[src/rtl/ps2_pkg.sv]
// Shared constants and helpers for the PS/2 scancode receiver.
// Prefix bytes, key field positions and the keyboard control-byte list.
package ps2_pkg;

    localparam logic [7:0] PS2_PFX_EXT    = 8'hE0;
    localparam logic [7:0] PS2_PFX_REL    = 8'hF0;
    localparam logic [7:0] PS2_PFX_PAUSE  = 8'hE1;
    localparam int         PS2_PAUSE_TAIL = 7;
    localparam int         PS2_FRAME_BITS = 11;

    localparam int KEY_STROBE  = 10;
    localparam int KEY_PRESSED = 9;
    localparam int KEY_EXT     = 8;

    // BAT, ACK, resend, echo and the two overrun codes
    localparam logic [5:0][7:0] PS2_CTRL_BYTES = {8'hAA, 8'hFA, 8'hFE, 8'hEE, 8'h00, 8'hFF};

    function automatic logic is_ctrl_byte(input logic [7:0] b);
        logic hit;
        hit = 1'b0;
        for (int i = 0; i < 6; i++) begin
            if (b == PS2_CTRL_BYTES[i]) hit = 1'b1;
        end
        return hit;
    endfunction

endpackage

[src/rtl/ps2_frame_rx.sv]
// PS/2 frame deserialiser: pin synchronisers, agreement filters, bit counter,
// parity/stop check and partial-frame timeout.
module ps2_frame_rx
    import ps2_pkg::*;
#(
    parameter int FILTER_LEN     = 8,
    parameter int TIMEOUT_CYCLES = 5600
) (
    input  logic       clk_sys,
    input  logic       reset_n,
    input  logic       ps2_clk_in,
    input  logic       ps2_data_in,
    output logic       byte_valid,
    output logic [7:0] byte_data,
    output logic       frame_bad,
    output logic       frame_timeout
);

    localparam int TW = $clog2(TIMEOUT_CYCLES + 1);

    logic [1:0]            clk_sync;
    logic [1:0]            data_sync;
    logic [FILTER_LEN-2:0] clk_hist;
    logic [FILTER_LEN-2:0] data_hist;
    logic                  clk_filt;
    logic                  data_filt;
    logic                  clk_filt_q;
    logic [3:0]            bit_cnt;
    logic [7:0]            shift_reg;
    logic                  parity_bit;
    logic [TW-1:0]         timer;
    logic                  sample;
    logic                  last_bit;
    logic                  frame_ok;
    logic                  timeout_hit;

    // The history holds the previous FILTER_LEN-1 samples; together with the
    // current one that is the full agreement window.
    always_ff @(posedge clk_sys) begin
        if (!reset_n) begin
            clk_sync   <= '1;
            data_sync  <= '1;
            clk_hist   <= '1;
            data_hist  <= '1;
            clk_filt   <= 1'b1;
            data_filt  <= 1'b1;
            clk_filt_q <= 1'b1;
        end else begin
            clk_sync   <= {clk_sync[0], ps2_clk_in};
            data_sync  <= {data_sync[0], ps2_data_in};
            clk_hist   <= (clk_hist << 1) | (FILTER_LEN-1)'(clk_sync[1]);
            data_hist  <= (data_hist << 1) | (FILTER_LEN-1)'(data_sync[1]);
            if (clk_hist == '1 && clk_sync[1])
                clk_filt <= 1'b1;
            else if (clk_hist == '0 && !clk_sync[1])
                clk_filt <= 1'b0;
            if (data_hist == '1 && data_sync[1])
                data_filt <= 1'b1;
            else if (data_hist == '0 && !data_sync[1])
                data_filt <= 1'b0;
            clk_filt_q <= clk_filt;
        end
    end

    assign sample        = clk_filt_q & ~clk_filt;
    assign last_bit      = (bit_cnt == 4'(PS2_FRAME_BITS - 1));
    assign frame_ok      = (^{shift_reg, parity_bit}) & data_filt;
    assign timeout_hit   = ~sample & (bit_cnt != 4'd0) & (timer == TW'(TIMEOUT_CYCLES - 1));
    assign byte_valid    = sample & last_bit & frame_ok;
    assign frame_bad     = sample & last_bit & ~frame_ok;
    assign frame_timeout = timeout_hit;
    assign byte_data     = shift_reg;

    // A sample edge always takes priority over an expiring timer.
    always_ff @(posedge clk_sys) begin
        if (!reset_n) begin
            bit_cnt    <= 4'd0;
            shift_reg  <= 8'd0;
            parity_bit <= 1'b0;
            timer      <= '0;
        end else if (sample) begin
            timer <= '0;
            if (bit_cnt == 4'd0) begin
                if (!data_filt) bit_cnt <= 4'd1;
            end else if (last_bit) begin
                bit_cnt <= 4'd0;
            end else begin
                if (bit_cnt <= 4'd8)
                    shift_reg <= {data_filt, shift_reg[7:1]};
                else
                    parity_bit <= data_filt;
                bit_cnt <= bit_cnt + 4'd1;
            end
        end else if (timeout_hit) begin
            bit_cnt <= 4'd0;
            timer   <= '0;
        end else if (bit_cnt != 4'd0) begin
            timer <= timer + TW'(1);
        end else begin
            timer <= '0;
        end
    end

endmodule

[src/rtl/ps2_scancode_rx.sv]
// PS/2 keyboard receiver top: prefix/pause decoding of received bytes into
// the toggle-strobe ps2_key event format.
module ps2_scancode_rx
    import ps2_pkg::*;
#(
    parameter int FILTER_LEN     = 8,
    parameter int TIMEOUT_CYCLES = 5600
) (
    input  logic        clk_sys,
    input  logic        reset_n,
    input  logic        ps2_clk_in,
    input  logic        ps2_data_in,
    output logic [10:0] ps2_key,
    output logic        frame_err
);

    logic       byte_valid;
    logic [7:0] byte_data;
    logic       frame_bad;
    logic       frame_timeout;
    logic       ext_flag;
    logic       rel_flag;
    logic [2:0] pause_skip;

    ps2_frame_rx #(
        .FILTER_LEN     (FILTER_LEN),
        .TIMEOUT_CYCLES (TIMEOUT_CYCLES)
    ) u_frame_rx (
        .clk_sys       (clk_sys),
        .reset_n       (reset_n),
        .ps2_clk_in    (ps2_clk_in),
        .ps2_data_in   (ps2_data_in),
        .byte_valid    (byte_valid),
        .byte_data     (byte_data),
        .frame_bad     (frame_bad),
        .frame_timeout (frame_timeout)
    );

    // A corrupt frame drops any pending prefix; a timeout leaves it alone.
    always_ff @(posedge clk_sys) begin
        if (!reset_n) begin
            ps2_key    <= 11'd0;
            frame_err  <= 1'b0;
            ext_flag   <= 1'b0;
            rel_flag   <= 1'b0;
            pause_skip <= 3'd0;
        end else begin
            frame_err <= frame_bad | frame_timeout;
            if (frame_bad) begin
                ext_flag <= 1'b0;
                rel_flag <= 1'b0;
            end else if (byte_valid) begin
                if (pause_skip != 3'd0) begin
                    pause_skip <= pause_skip - 3'd1;
                end else if (byte_data == PS2_PFX_PAUSE) begin
                    pause_skip <= 3'(PS2_PAUSE_TAIL);
                end else if (byte_data == PS2_PFX_EXT) begin
                    ext_flag <= 1'b1;
                end else if (byte_data == PS2_PFX_REL) begin
                    rel_flag <= 1'b1;
                end else if (!ext_flag && !rel_flag && is_ctrl_byte(byte_data)) begin
                    ext_flag <= 1'b0;
                end else if (ext_flag && (byte_data == 8'h12 || byte_data == 8'h59)) begin
                    ext_flag <= 1'b0;
                    rel_flag <= 1'b0;
                end else begin
                    ps2_key[7:0]        <= byte_data;
                    ps2_key[KEY_EXT]    <= ext_flag;
                    ps2_key[KEY_PRESSED] <= ~rel_flag;
                    ps2_key[KEY_STROBE] <= ~ps2_key[KEY_STROBE];
                    ext_flag <= 1'b0;
                    rel_flag <= 1'b0;
                end
            end
        end
    end

endmodule

[config.mk]
export PLATFORM = sky130hd
export DESIGN_NAME = ps2_scancode_rx
export DESIGN_NICKNAME = d
export VERILOG_FILES = /design/src/rtl/ps2_pkg.sv /design/src/rtl/ps2_frame_rx.sv /design/src/rtl/ps2_scancode_rx.sv
export SDC_FILE = /design/constraint.sdc
export NUM_CORES = 1
export LEC_CHECK = 0
export BUFFER_PORTS_ARGS = -buffer_cell sky130_fd_sc_hd__buf_2
export CAP_MARGIN = 30
export CORE_UTILIZATION = 60
export DETAILED_ROUTE_END_ITERATION = 7
export GPL_TIMING_DRIVEN = 0
export PLACE_DENSITY = 0.9
export REMOVE_ABC_BUFFERS = 1
export SYNTH_ARGS = -nofsm -noshare
export SYNTH_HDL_FRONTEND = slang
export SYNTH_SLANG_ARGS = --single-unit
[constraint.sdc]
create_clock -name clk_sys -period 2.9 [get_ports clk_sys]
set_clock_uncertainty 0.05 [all_clocks]
set_input_delay 0.58 -clock clk_sys [delete_from_list [all_inputs] [get_ports clk_sys]]
set_output_delay 0.58 -clock clk_sys [all_outputs]
set_load 0.02 [all_outputs]
==> results of run 1 <==
==> per-stage QoR <==
step / std cells / setup WS, ps
after floorplan: 295 / 427
after global placement: 362 / 207
after detailed placement: 362 / 134
after CTS: 378 / 111
after global routing: 378 / 62.7
final: 378 / 183
==> path summary, 6_finish.rpt <==
path,from,endpoint,cells past startpoint
worst max-delay path,u_frame_rx.byte_data[7]$_SDFFE_PN0P_,ps2_key[2]$_SDFFE_PN0P_,6
worst max register to register,u_frame_rx.byte_data[7]$_SDFFE_PN0P_,ps2_key[2]$_SDFFE_PN0P_,6
worst min register to register,u_frame_rx.data_sync[0]$_SDFF_PN1_,u_frame_rx.data_sync[1]$_SDFF_PN1_,1
worst min-delay path,u_frame_rx.data_sync[0]$_SDFF_PN1_,u_frame_rx.data_sync[1]$_SDFF_PN1_,1
==> critical path, stage by stage (launching register included) <==
cell and delay (ps):
dfxtp_1 510, xor2_1 180, xnor3_2 450, xor2_1 220
nor4b_2 760, nand3_1 180, a21oi_1 260
==> cells by family (layout without fill, tap and decap cells) <==
logic type                 after synthesis  count (layout)
xor gates and xnor gates                18              18
AOI/OAI and AO/OA                       53              53
DFF                                     64              64
adders and majority gates                3               3
buffers and inverters                   31              41
and+or+nand+nor                        139             139
muxes                                    8               8
==> cell usage after synthesis, types with 5 or more instances <==
master / n
nor4_1: 5
and3_1: 6
xor2_1: 10
o21ai_0: 21
nand2_1: 14
nor2_1: 37
nand4_1: 7
a21oi_1: 18
xnor2_1: 6
dfxtp_1: 64
clkbuf_1: 13
nand2b_1: 20
inv_1: 10
mux2i_1: 8
nand3_1: 22
buf_2: 7
==> timing repair <==
action                     in CTS  in global routing
resized for setup               0                  1
setup endpoints to repair       0                  2
buffers inserted                0                  0
==> power by group <==
part / total, uW / switching [uW] / internal (uW) / leakage, uW
registers: 886 / 2.41 / 883 / 0.000517
logic: 18.5 / 12.9 / 5.59 / 0.000574
clock network: 808 / 327 / 481 / 0.000110
==> area by class of cell <==
type | count | area, um2 | share of cell area, %
multi-input cells | 221 | 1370 | 45.0
flip-flops and latches | 64 | 1280 | 42.2
repair buffers | 15 | 75.1 | 2.47
inverters | 10 | 37.5 | 1.24
well taps | 52 | 65.1 | 2.14
clock buffers | 10 | 128 | 4.20
clock inverters | 6 | 83.8 | 2.76
==> flip-flops by register name (all words and copies together), names as in the netlist <==
register and cells:
ext_flag 1, frame_err 1, pause_skip 3, ps2_key 11
rel_flag 1, u_frame_rx.bit_cnt 4, u_frame_rx.byte_data 8, u_frame_rx.clk_filt 1
u_frame_rx.clk_filt_q 1, u_frame_rx.clk_hist 7, u_frame_rx.clk_sync 2, u_frame_rx.data_filt 1
u_frame_rx.data_hist 7, u_frame_rx.data_sync 2, u_frame_rx.parity_bit 1, u_frame_rx.timer 13
==> routing by layer <==
layer | vias to the layer above | track usage (%) | share of wire (%)
li1 | 1108 | - | -
met1 | 1066 | 28.2 | 43
met2 | 87 | 40.1 | 50
met3 | 18 | 7.79 | 5.7
met4 | 0 | 12.0 | 2.0
met5 | - | 0 | 0
==> qor.txt, run 1 <==
Status: complete, no violations
Final core utilization: 68.8%
Overflow after GRT: 0
Via count: 2279
Initial antenna violation count: 0
Slew HR: 38.9%
Post-route minimum period: 2720 ps
Top Ports: 16
Final Cell Area: 0.00304 mm2
Post-DP HPWL: 3.52 mm
Routability cong.: 0.868
Pwr Density: 564 mW/mm2
Post-Synth Simple-Gate Area: 27.0%
Die H: 70.0 um
Synth Cell Area: 0.00278 mm2
Xor and xnor fraction of the mapped netlist area: 6.71%
Initial core utilization: 62.9%
Min-Delay Path Class: reg2reg
FMAX: 368 MHz
CP Class: reg2reg
First-pass GRT wire length: 9.37 mm
Post-DP Area: 0.00282 mm2
Static leakage: 0.00120 uW
Drt first pass iters: 5
Post-route clock period utilization: 93.7%
Setup TNS: 0 ps
All-Layer GR Usage: 24.2%
I/O Buffers: 15
Ys Warns: 0
Largest net degree at the start of global routing: 31
Clk sink count: 64
Die X: 70.0 um
EDFF count, synth: 0
Core Area: 0.00441 mm2
# nets final: 328
RSZ-0062 raised after global routing: no
CTS max path bufs: 2
Routed wire length: 5.52 mm
Htree depth: 3
Fin. max-slew vios: 0
Root buffer cell: clkbuf_8
Synth top area share: 46.1%
DR WL/cell: 14.6 um
Fin Hold WS: 360 ps
Synth Instances: 316
Share of layout cells above drive strength 1: 12.0%
Power Total: 1710 uW
DIE AREA: 0.00490 mm2
Antenna-violating nets left: 0
Most frequent cells in the layout: dfxtp_1 (64), nor2_1 (37), nand3_1 (22)
Clk_lat worst skew: 340 ps
Crit-path max FO: 10
Yosys top cell by area: dfxtp_1
Worst Path Arrival: 2910 ps
Internal reg-to-reg setup slack: 180 ps
CTS tree: built
Netlist cell types: 47
Syn_area_per_cell: 8.79 um2
Initial drt markers: 272
Synth top area cells: dfxtp_1 (46%), nor2_1 (5.0%), nand2b_1 (4.5%)
Filler Cell Count: 340
Sequential share of the synthesized area: 46.1%
Commonest non-fill, non-tap cell in the layout: dfxtp_1
Critical Path RT: 3090 ps
Worst slew pin tran: 916 ps
Layout area overhead: 9.37%
Number of synthesized register bits: 64
Setup-failing EPs final: 0
Max Cap Viol: 0
DRC viols: 0
FFs w/ async S/R, synth: 0%
Worst-path clk slew: 70 ps
Post-synthesis compound-gate area fraction: 11.1%
Synth Flop Type: dfxtp_1
Number of global-route vias before repair: 2104
Max rail drop VDD: 0.447 mV
Final Hold Viols: 0
Adder-Cell Fraction of Synth Area: 1.35%
Via/cell ratio: 6.03
Mux cell area share after synthesis: 2.88%
Critical Path Start Type: register
Num CTS Buffers: 9
N_diodes: 0
Worst setup EP type: register
Hold buffers post-CTS: 0
Rows: 24
Largest family of logic cells by synthesized area: simple AND/OR/NAND/NOR gates
No activity file was read; power rests on OpenSTA's default activity.
==> run 2, diff against run 1 <==
RECOVER_POWER = 25   (was default)
==> qor.txt, run 2 (synthesis results as in run 1) <==
Status: complete, no violations
Psw: 343 uW
DR WL/cell: 14.7 um
DRC viols: 0
Core Area: 0.00441 mm2
Final Hold Viols: 0
Clk network pwr share: 47.2%
CTS tree: built
WL met2: 2.75 mm
All-Layer GR Usage: 24.2%
Filler Cell Count: 341
Worst setup EP type: register
Largest register FFs: 13
Initial drt markers: 272
Switch share: 20.0%
Largest Register: u_frame_rx.timer
Htree depth: 3
First-pass GRT wire length: 9.37 mm
Post-DP Area: 0.00282 mm2
CTS max path bufs: 2
Root buffer cell: clkbuf_8
Post-DP HPWL: 3.52 mm
Post-Route M1 WL: 2.35 mm
Clk sink count: 64
RSZ-0062 raised after global routing: no
Worst slew pin tran: 917 ps
Num CTS Buffers: 9
Critical Path Start Type: register
Initial antenna violation count: 0
Met3 wire len: 318 um
Rows: 24
Overflow after GRT: 0
CP Class: reg2reg
Drt first pass iters: 5
Share of layout cells above drive strength 1: 11.7%
Sequential share of power: 51.7%
Fin Hold WS: 360 ps
Pwr Density: 564 mW/mm2
Slew HR: 38.8%
Final core utilization: 68.8%
Worst-path clk slew: 70 ps
FMAX: 371 MHz
Setup Buffers After CTS: 0
Crit-path max FO: 10
Critical Path RT: 3090 ps
P_int: 1370 uW
Number of global-route vias before repair: 2104
Routed wire length: 5.54 mm
Static leakage: 0.00120 uW
Setup-failing EPs final: 0
Layout area overhead: 9.33%
Final Cell Area: 0.00304 mm2
Fin. max-slew vios: 0
Most frequent cells in the layout: dfxtp_1 (64), nor2_1 (37), nand3_1 (22)
I/O Buffers: 15
Largest net degree at the start of global routing: 31
Routability cong.: 0.868
Die X: 70.0 um
Die H: 70.0 um
Max layer used: met4
Setup TNS: 0 ps
Max Cap Viol: 0
Via count: 2274
Min-Delay Path Class: reg2reg
Commonest non-fill, non-tap cell in the layout: dfxtp_1
Max rail drop VDD: 0.449 mV
# nets final: 328
Post-route clock period utilization: 92.9%
Comb power frac: 1.1%
Worst Path Arrival: 2880 ps
Top Ports: 16
N_diodes: 0
DIE AREA: 0.00490 mm2
Initial core utilization: 62.9%
Via/cell ratio: 6.02
Antenna-violating nets left: 0
Post-route minimum period: 2690 ps
Clk_lat worst skew: 340 ps
[run 2: path summary, 6_finish.rpt]
path,startpoint,end,slack (ps),depth (start not counted)
worst max-delay path,u_frame_rx.byte_data[7]$_SDFFE_PN0P_,ps2_key[2]$_SDFFE_PN0P_,210,6
worst min-delay path,u_frame_rx.data_sync[0]$_SDFF_PN1_,u_frame_rx.data_sync[1]$_SDFF_PN1_,360,1
worst max register to register,u_frame_rx.byte_data[7]$_SDFFE_PN0P_,ps2_key[2]$_SDFFE_PN0P_,210,6
worst min register to register,u_frame_rx.data_sync[0]$_SDFF_PN1_,u_frame_rx.data_sync[1]$_SDFF_PN1_,360,1
[run 2: power groups by stage]
stage | sequential (uW) | clock, uW | combinational [uW]
after global placement | 905 | 0 | 18.2
after floorplan | 905 | 0 | 9.81
final | 886 | 808 | 18.4
after CTS | 885 | 816 | 18.6
after detailed placement | 905 | 0 | 18.5
after global routing | 885 | 854 | 20.7
[run 2: stage by stage]
| step | power (uW) | instances | setup slack (ps) |
|---|---|---|---|
| 4_1_cts | 1720 | 378 | 111 |
| 6_report | 1710 | 378 | 206 |
| 3_5_place_dp | 924 | 362 | 134 |
| 2_1_floorplan | 914 | 295 | 427 |
| 3_3_place_gp | 923 | 362 | 207 |
| 5_1_grt | 1760 | 378 | 62.7 |
[run 2: metal layers]
metal,global-route usage (%),up-vias
met2,40.1,86
li1,-,1108
met4,12.0,0
met3,7.79,18
met1,28.2,1062
met5,0,-
[run 2: timing repair]
action	4_1_cts	5_1_grt
hold buffers	0	0
endpoints found under the setup margin	0	2
resized for setup	0	1
[run 2: cell type report]
class,count,area (um2),share of cell area [%]
inverters,10,37.5,1.24
well taps,52,65.1,2.14
repair buffers,15,73.8,2.43
multi-input cells,221,1370,45.0
clock inverters,6,83.8,2.76
clock buffers,10,128,4.20
flip-flops and latches,64,1280,42.2
[run 2: critical path: stages, from the launching register on]
cell,delay (ps)
dfxtp_1,500
xor2_1,180
xnor3_2,450
xor2_1,220
nor4b_2,750
nand3_1,180
a21oi_1,260
==> run 3, diff against run 2 <==
PLACE_DENSITY = 0.79   (was 0.9)
SLEW_MARGIN = 20   (was default)
==> qor.txt, run 3 (synthesis results as in run 1) <==
Status: complete, no violations
Core Area: 0.00441 mm2
Reg2reg end: ps2_key[10]$_SDFFE_PN0P_
Layout area overhead: 8.47%
Htree depth: 3
Most frequent cells in the layout: dfxtp_1 (64), nor2_1 (37), nand3_1 (22)
I/O Buffers: 15
Crit path cell chain: xor2_1 -> xnor3_2 -> xor2_1 -> or4b_4 -> or3_1 -> a21oi_1
Share of layout cells above drive strength 1: 12.0%
Register-to-Register Path Depth: 6
Final Hold Viols: 0
Routed wire length: 5.04 mm
Setup-failing EPs final: 0
First-pass GRT wire length: 8.49 mm
Initial antenna violation count: 0
Setup Buffers After CTS: 0
Pwr Density: 536 mW/mm2
DIE AREA: 0.00490 mm2
Min-Delay Path Class: in2reg
Antenna-violating nets left: 0
Initial drt markers: 178
Slew HR: 37.6%
Worst slew pin tran: 935 ps
Setup WS post-layout: 227 ps
Setup TNS: 0 ps
Via count: 2208
CP Class: reg2reg
Critical Path RT: 3120 ps
Post-route minimum period: 2670 ps
Max rail drop VDD: 0.459 mV
# nets final: 328
FMAX: 374 MHz
Hold path depth: 2
Fin. max-slew vios: 0
CP max stage delay: 590 ps
Internal reg-to-reg setup slack: 230 ps
Cell Count, Final, Fillers Out: 378
All-Layer GR Usage: 21.9%
Rows: 24
Final core utilization: 68.2%
Worst Path Arrival: 2890 ps
Clk sink count: 64
Hold buffers post-CTS: 0
CTS tree: built
Static leakage: 0.00118 uW
Hold Path Sink: u_frame_rx.data_sync[0]$_SDFF_PN1_
N_diodes: 0
Slowest CP cell: or4b_4
Post-DP HPWL: 3.25 mm
Clk_lat worst skew: 350 ps
Overflow after GRT: 0
CTS max path bufs: 2
Drt first pass iters: 4
RSZ-0062 raised after global routing: no
Die H: 70.0 um
Routability cong.: 0.806
Filler Cell Count: 341
Worst-path clk slew: 80 ps
Critical Path Start Type: register
Initial core utilization: 62.9%
Num CTS Buffers: 9
Commonest non-fill, non-tap cell in the layout: dfxtp_1
Die X: 70.0 um
Root buffer cell: clkbuf_8
Via/cell ratio: 5.84
Worst setup EP type: register
FF-to-FF Start: u_frame_rx.byte_data[7]$_SDFFE_PN0P_
Crit-path max FO: 16
Largest net degree at the start of global routing: 31
Cts repair resizes: 0
DR WL/cell: 13.3 um
Min-Delay Startpoint: ps2_data_in
Dpl cells: 362
Pre-CTS setup slack: 142 ps
Number of global-route vias before repair: 1955
Top Ports: 16
Largest Register: u_frame_rx.timer
Max Cap Viol: 0
Post-route clock period utilization: 92.2%
Power Total: 1610 uW
CP most frequent cell: xor2_1
Largest register FFs: 13
DRC viols: 0
==> run 3: changes by cell type in the layout (fill, tap and decap cells not counted), sizes merged <==
cell | before | now
inv | 10 | 13
bufinv | 2 | 0
clkinvlp | 0 | 2
clkinv | 4 | 1
==> run 3: how the worst max path moves through the flow <==
stage | slack (ps) | startpoint | end
finish | 230 | u_frame_rx.byte_data[7]$_SDFFE_PN0P_ | ps2_key[10]$_SDFFE_PN0P_
global route | 20 | u_frame_rx.byte_data[7]$_SDFFE_PN0P_ | ps2_key[9]$_SDFFE_PN0P_
CTS | 110 | u_frame_rx.byte_data[7]$_SDFFE_PN0P_ | ps2_key[10]$_SDFFE_PN0P_
detailed placement | 140 | u_frame_rx.byte_data[7]$_SDFFE_PN0P_ | ps2_key[10]$_SDFFE_PN0P_
global placement | 180 | u_frame_rx.byte_data[7]$_SDFFE_PN0P_ | ps2_key[10]$_SDFFE_PN0P_
floorplan | 430 | u_frame_rx.byte_data[7]$_SDFFE_PN0P_ | ps2_key[10]$_SDFFE_PN0P_
==> run 3: metal layers <==
| layer | vias up | wire [um] | track usage [%] |
|---|---|---|---|
| met5 | - | 0 | 0 |
| met4 | 0 | 75 | 8.89 |
| met3 | 8 | 248 | 8.23 |
| met2 | 50 | 2360 | 34.3 |
| met1 | 1042 | 2360 | 27.2 |
| li1 | 1108 | - | - |
==> run 3: final cells by class <==
type	instances	area (um2)	share of cell area, %
clock inverters	6	50.0	1.66
flip-flops and latches	64	1280	42.5
repair buffers	15	73.8	2.45
well taps	52	65.1	2.16
clock buffers	10	138	4.57
inverters	10	37.5	1.25
multi-input cells	221	1370	45.4
==> run 3: worst max-delay path: cells and delay by family (launching register included) <==
family	cells	cell delay, ps
AND/OR/NAND/NOR	2	970
XOR/XNOR	3	900
flip-flops	1	520
AO/OA/AOI/OAI	1	140
==> run 3: where the power goes <==
group	switching, uW	internal (uW)
clock	368	343
sequential	2.30	883
combinational	12.9	5.39
total	383	1230
==> run 3: metrics by stage <==
step	hold WS (ps)	area (um2)
after floorplan	336	2680
after global placement	338	2820
after detailed placement	348	2820
after CTS	347	3010
after global routing	344	3010
final	362	3010
